==> src/rtl/morse_pkg.sv <==
// Shared types and timing constants for the Morse transmit scheduler.
package morse_pkg;

  typedef enum logic [2:0] {
    ST_IDLE,
    ST_MARK,
    ST_ELEM_GAP,
    ST_CHAR_GAP,
    ST_WORD_GAP
  } state_t;

  localparam int unsigned DIT_UNITS      = 1;
  localparam int unsigned DAH_UNITS      = 3;
  localparam int unsigned ELEM_GAP_UNITS = 1;
  localparam int unsigned CHAR_GAP_UNITS = 3;
  localparam int unsigned WORD_GAP_UNITS = 7;
  localparam int unsigned MAX_ELEMS      = 6;

  // Unit counter holds (units - 1) of the longest interval, the word gap.
  localparam int unsigned UNIT_CNT_W = $clog2(WORD_GAP_UNITS);

  typedef struct packed {
    logic [2:0] len;
    logic [5:0] pattern;
  } sym_t;

  // Length code 7 is sent as a full six-element symbol.
  function automatic logic [2:0] clamp_len(input logic [2:0] len);
    return (len == 3'd7) ? 3'(MAX_ELEMS) : len;
  endfunction

  function automatic logic [UNIT_CNT_W-1:0] mark_units(input logic is_dah);
    return is_dah ? UNIT_CNT_W'(DAH_UNITS - 1) : UNIT_CNT_W'(DIT_UNITS - 1);
  endfunction

endpackage

==> src/rtl/morse_sym_fifo.sv <==
// Symbol queue: simultaneous push and pop both succeed even when full.
module morse_sym_fifo
  import morse_pkg::*;
#(
  parameter int unsigned DEPTH = 4
) (
  input  logic clk,
  input  logic rst_n,
  input  logic push,
  input  logic pop,
  input  sym_t wr_data,
  output sym_t head,
  output logic full,
  output logic empty
);

  localparam int unsigned AW = (DEPTH > 1) ? $clog2(DEPTH) : 1;

  sym_t          mem [DEPTH];
  logic [AW-1:0] wr_ptr;
  logic [AW-1:0] rd_ptr;
  logic [AW:0]   count;
  logic          do_push;
  logic          do_pop;

  assign empty   = (count == '0);
  assign full    = (count == (AW+1)'(DEPTH));
  assign do_pop  = pop && !empty;
  assign do_push = push && (!full || do_pop);
  assign head    = mem[rd_ptr];

  // Storage array, no reset needed: contents are only read when occupied.
  always_ff @(posedge clk) begin
    if (do_push) mem[wr_ptr] <= wr_data;
  end

  // Pointers and occupancy.
  always_ff @(posedge clk or negedge rst_n) begin
    if (!rst_n) begin
      wr_ptr <= '0;
      rd_ptr <= '0;
      count  <= '0;
    end else begin
      if (do_push) wr_ptr <= (wr_ptr == AW'(DEPTH - 1)) ? '0 : wr_ptr + AW'(1);
      if (do_pop)  rd_ptr <= (rd_ptr == AW'(DEPTH - 1)) ? '0 : rd_ptr + AW'(1);
      if (do_push && !do_pop)      count <= count + (AW+1)'(1);
      else if (do_pop && !do_push) count <= count - (AW+1)'(1);
    end
  end

endmodule

==> src/rtl/morse_tx_scheduler.sv <==
// Morse keying scheduler: pops queued symbols and times marks and gaps in units of UNIT_CYCLES.
module morse_tx_scheduler
  import morse_pkg::*;
#(
  parameter int unsigned UNIT_CYCLES = 1000000,
  parameter int unsigned FIFO_DEPTH  = 4
) (
  input  logic       clk,
  input  logic       rst_n,
  input  logic       sym_valid,
  input  logic [5:0] sym_pattern,
  input  logic [2:0] sym_len,
  output logic       dit_out,
  output logic       dah_out,
  output logic       key_out,
  output logic       full,
  output logic       busy,
  output logic       overflow
);

  localparam int unsigned PRESC_W = $clog2(UNIT_CYCLES);

  state_t                state, state_n;
  logic [PRESC_W-1:0]    presc, presc_n;
  logic [UNIT_CNT_W-1:0] units, units_n;
  logic [5:0]            shreg, shreg_n;
  logic [2:0]            elems, elems_n;
  logic                  pop;
  logic                  empty;
  logic                  dit_n, dah_n;
  sym_t                  wr_sym, head;

  assign wr_sym = {sym_len, sym_pattern};
  assign busy   = (state != ST_IDLE) || !empty;

  morse_sym_fifo #(.DEPTH(FIFO_DEPTH)) u_fifo (
    .clk     (clk),
    .rst_n   (rst_n),
    .push    (sym_valid),
    .pop     (pop),
    .wr_data (wr_sym),
    .head    (head),
    .full    (full),
    .empty   (empty)
  );

  // Next-state, interval timing and element sequencing.
  always_comb begin
    state_n = state;
    presc_n = presc;
    units_n = units;
    shreg_n = shreg;
    elems_n = elems;
    pop     = 1'b0;
    unique case (state)
      ST_IDLE: begin
        if (!empty) begin
          pop     = 1'b1;
          presc_n = PRESC_W'(UNIT_CYCLES - 1);
          if (head.len == 3'd0) begin
            state_n = ST_WORD_GAP;
            units_n = UNIT_CNT_W'(WORD_GAP_UNITS - 1);
          end else begin
            state_n = ST_MARK;
            shreg_n = head.pattern;
            elems_n = clamp_len(head.len);
            units_n = mark_units(head.pattern[0]);
          end
        end
      end
      ST_MARK, ST_ELEM_GAP, ST_CHAR_GAP, ST_WORD_GAP: begin
        if (presc != '0) begin
          presc_n = presc - PRESC_W'(1);
        end else if (units != '0) begin
          units_n = units - UNIT_CNT_W'(1);
          presc_n = PRESC_W'(UNIT_CYCLES - 1);
        end else begin
          // Interval finished: reload the prescaler for whichever state comes next.
          presc_n = PRESC_W'(UNIT_CYCLES - 1);
          unique case (state)
            ST_MARK: begin
              if (elems > 3'd1) begin
                state_n = ST_ELEM_GAP;
                units_n = UNIT_CNT_W'(ELEM_GAP_UNITS - 1);
                shreg_n = shreg >> 1;
                elems_n = elems - 3'd1;
              end else begin
                state_n = ST_CHAR_GAP;
                units_n = UNIT_CNT_W'(CHAR_GAP_UNITS - 1);
              end
            end
            ST_ELEM_GAP: begin
              state_n = ST_MARK;
              units_n = mark_units(shreg[0]);
            end
            default: begin
              state_n = ST_IDLE;
              presc_n = '0;
              units_n = '0;
            end
          endcase
        end
      end
      default: state_n = ST_IDLE;
    endcase
    // Keying outputs are registered from the next state so they track MARK exactly.
    dit_n = (state_n == ST_MARK) && !shreg_n[0];
    dah_n = (state_n == ST_MARK) &&  shreg_n[0];
  end

  // State, counters and registered key outputs.
  always_ff @(posedge clk or negedge rst_n) begin
    if (!rst_n) begin
      state    <= ST_IDLE;
      presc    <= '0;
      units    <= '0;
      shreg    <= '0;
      elems    <= '0;
      dit_out  <= 1'b0;
      dah_out  <= 1'b0;
      key_out  <= 1'b0;
      overflow <= 1'b0;
    end else begin
      state   <= state_n;
      presc   <= presc_n;
      units   <= units_n;
      shreg   <= shreg_n;
      elems   <= elems_n;
      dit_out <= dit_n;
      dah_out <= dah_n;
      key_out <= dit_n | dah_n;
      if (sym_valid && full && !pop) overflow <= 1'b1;
    end
  end

endmodule

==> config.mk <==
export PLATFORM = sky130hd
export DESIGN_NAME = morse_tx_scheduler
export DESIGN_NICKNAME = d
export VERILOG_FILES = /design/src/rtl/morse_pkg.sv /design/src/rtl/morse_sym_fifo.sv /design/src/rtl/morse_tx_scheduler.sv
export SDC_FILE = /design/constraint.sdc
export NUM_CORES = 1
export LEC_CHECK = 0
export ABC_AREA = 0
export CAP_MARGIN = 25
export CORE_ASPECT_RATIO = 1.75
export CORE_MARGIN = 2
export CORE_UTILIZATION = 65
export DETAILED_ROUTE_END_ITERATION = 8
export MAX_ROUTING_LAYER = met4
export PLACE_DENSITY = 0.85
export SYNTH_ARGS = -nofsm -noshare
export SYNTH_HDL_FRONTEND = slang
export SYNTH_SLANG_ARGS = --single-unit
==> constraint.sdc <==
create_clock -name clk -period 4.9 [get_ports clk]
set_clock_uncertainty 0.05 [all_clocks]
set_input_delay 0.49 -clock clk [delete_from_list [all_inputs] [get_ports clk]]
set_output_delay 0.49 -clock clk [all_outputs]
set_load 0.005 [all_outputs]
==> metrics.txt <==
P_sw=940 uW; CTS resizes=0; Fmax achieved=304 MHz; vias post-DR=3017; setup bufs post-CTS=0; CTS root buf=clkbuf_16; core area=6440 sq um; mapped cell area=4240 sq um; P per Cell Area=571 nW/um^2; Worst VDD drop=0.000461 V; num rows=39; ys async rst share=56.1%; crit path kind=reg -> reg; Synth Flop Type=dfrtp_1; ratio of final minimum period to clock period=67.2%; Final HPWL DP=6250 microns; share of power burned in registers=39.8%; WHS Path Cells=1; post-layout min period=3290 ps; DR WL/cell=19.4 microns; DIE HEIGHT=111 microns; reg-to-reg setup timing slack=1610 ps; WHS Endpoint=overflow$_DFFE_PN0P_; Final Hold Fails=0; Area Overhead vs Synth=13.0%; Global Route Usage Sum=27.9%; hold_buf cts=0; hold_sp=overflow$_DFFE_PN0P_; via/cell ratio=6.57; clock buffer depth=2; number of routed nets with antenna violations=0; Setup violations, final=0; Mapped Avg Cell Area=11.8 sq um; Synth warnings=0; Post-Syn Nets=382; CP max FO=11; required time of the critical path=5070 ps; worst-skew pair later-pin latency=340 ps; Comb pwr share=33.6%; unrepaired setup endpoints after global routing=false; Worst-path clk slew=60 ps; vias in the first global route=3021; Sink Count=82; sequential area share after synthesis=52.7%; Die W=65.0 microns; NumNets Final=396; setup_tns=0 ps; Sw Share=34.4%; initial drt markers=239; H-tree levels=3; status=finished clean; Routed WL=8910 microns; register bit total from synthesis=82; max_cap viols=0; worst r2r src=presc[0]$_DFFE_PN0P_; first-pass detailed-route iteration total=5; CTS Buf Count=9; drt drc=0; pin count of the biggest net entering global routing=47; Starting Density=65.8%; slew of the pin with the lowest slew margin=890 ps; I/O Pins=18; RR Endpoint=units[0]$_DFFE_PN0P_; CP startpoint kind=flop; Clock Power Share=26.6%; R2R cell count=7; CTS tree=yes; routability congestion estimate=0.934; P_int=1.79 mW; critical path arrival=3470 ps; share of cells above drive strength 1=13.5%; kind of end point of the critical path=flop; Antenna Cells=0; PortBufs=17; Cells after Synth=358; Hold Crit Class=reg -> reg; first-pass GRT wire length=14500 microns; DIE AREA=7210 sq um; Final Power=2.73 mW; Slew Viols, Final=0; Leakage=1.79 nW; Slew headroom=40.7%; EDFF count, synth=36; Remaining Overflow, GRT=0; initial antenna violation count=0; post-synth cell types=74
==> cells in the mapped netlist (3+ instances only) <==
cell type / n / area, sq um
edfxtp_1: 36 / 1080
buf_2: 4 / 20.0
xnor2_1: 4 / 35.0
a211oi_2: 3 / 37.5
nor4_1: 6 / 37.5
nand2_1: 16 / 60.1
o22ai_1: 3 / 18.8
a21oi_1: 7 / 35.0
dfrtp_1: 46 / 1150
mux4_2: 9 / 203
ha_1: 11 / 138
clkbuf_1: 11 / 41.3
and2_1: 9 / 56.3
mux2_2: 3 / 33.8
a32oi_1: 4 / 35.0
xor2_1: 7 / 61.3
nand3_1: 8 / 40.0
nor3_1: 19 / 95.1
inv_1: 13 / 48.8
or3_1: 7 / 43.8
a31oi_1: 7 / 43.8
o21ai_0: 14 / 70.1
nor2_1: 32 / 120
o211ai_1: 3 / 22.5
a21o_1: 3 / 22.5
nor3b_1: 5 / 37.5
a221o_1: 4 / 40.0
o22a_1: 3 / 26.3
nand2b_1: 3 / 18.8
==> stage by stage <==
step	utilization (%)	instances	setup WS, ps	hold WS (ps)	area, sq um
6_report	74.3	459	1610	423	4790
5_1_grt	74.3	459	1370	460	4790
4_1_cts	73.9	457	1610	305	4760
3_5_place_dp	68.8	441	1660	414	4430
3_3_place_gp	68.8	441	1780	400	4430
2_1_floorplan	-	358	2470	144	4240
==> routing by layer <==
metal  part of all wire, %  global-route usage [%]  vias to the layer above  routed length [microns]
met5                     0                       -                        -                        0
met4                   5.0                    16.3                        0                      443
met3                   3.1                    5.58                       35                      278
met2                    56                    47.6                       97                     4970
met1                    36                    29.2                     1477                     3220
li1                      -                       -                     1408                        -
==> power groups by stage <==
stage          clock [mW]  combinational (mW)  sequential [mW]
2_1_floorplan           0               0.753             1.01
3_3_place_gp            0               0.874             1.09
3_5_place_dp            0               0.907             1.10
4_1_cts             0.736               0.919             1.09
5_1_grt             0.763                1.01             1.11
6_report            0.727               0.920             1.09
==> worst max-delay path by stage <==
stage | start | end | slack, ps | cells past startpoint
final | presc[0]$_DFFE_PN0P_ | units[0]$_DFFE_PN0P_ | 1610 | 7
after global routing | presc[0]$_DFFE_PN0P_ | units[0]$_DFFE_PN0P_ | 1370 | 7
after CTS | presc[0]$_DFFE_PN0P_ | units[0]$_DFFE_PN0P_ | 1610 | 7
after detailed placement | presc[0]$_DFFE_PN0P_ | units[0]$_DFFE_PN0P_ | 1660 | 7
after global placement | presc[0]$_DFFE_PN0P_ | units[0]$_DFFE_PN0P_ | 1780 | 7
after floorplan | state[1]$_DFF_PN0_ | u_fifo.count[2]$_DFFE_PN0P_ | 2470 | 10
==> logic make-up after synthesis <==
group           share of synthesized area [%]
mux                                      6.05
simple gates                             17.0
fa+ha+maj                                3.72
buf+inv                                  3.22
xor+xnor                                 2.27
flops                                    52.7
compound gates                           15.0
==> cells in the final DEF (no fill, tap or decap), types with 3 or more instances in the layout <==
master            n
dfrtp_1          46
edfxtp_1         36
nor2_1           32
nor3_1           19
nand2_1          16
clkdlybuf4s50_1  16
o21ai_0          14
inv_1            13
ha_1             11
mux4_2            9
and2_1            9
clkbuf_16         9
nand3_1           8
or3_1             7
a31oi_1           7
a21oi_1           7
xor2_1            7
nor4_1            6
nor3b_1           5
a32oi_1           4
xnor2_1           4
a221o_1           4
nand2b_1          3
o211ai_1          3
mux2_2            3
o22ai_1           3
a21o_1            3
a211oi_2          3
o22a_1            3
==> critical path, cell delays in order, from the launching register on <==
cell	delay [ps]
dfrtp_1	400
inv_1	110
ha_1	260
or4b_1	560
nor4_4	420
nand2_2	210
a21oi_1	760
mux2_2	420
==> cell type report <==
class | instances | area, sq um
Sequential cell | 82 | 2230
Multi-Input combinational cell | 245 | 1870
Fill cell | 452 | 1650
Clock buffer | 9 | 225
Timing Repair Buffer | 21 | 210
Tap cell | 82 | 103
Clock inverter | 7 | 101
Inverter | 13 | 48.8
==> state kept, by name (all words and copies together) (netlist names) <==
signal / flops
u_fifo.count: 3
units: 3
shreg: 6
key_out: 1
elems: 3
dah_out: 1
u_fifo.wr_ptr: 2
dit_out: 1
state: 3
u_fifo.rd_ptr: 2
presc: 20
u_fifo.mem: 36
overflow: 1
Power figures use the tool's default switching activity.
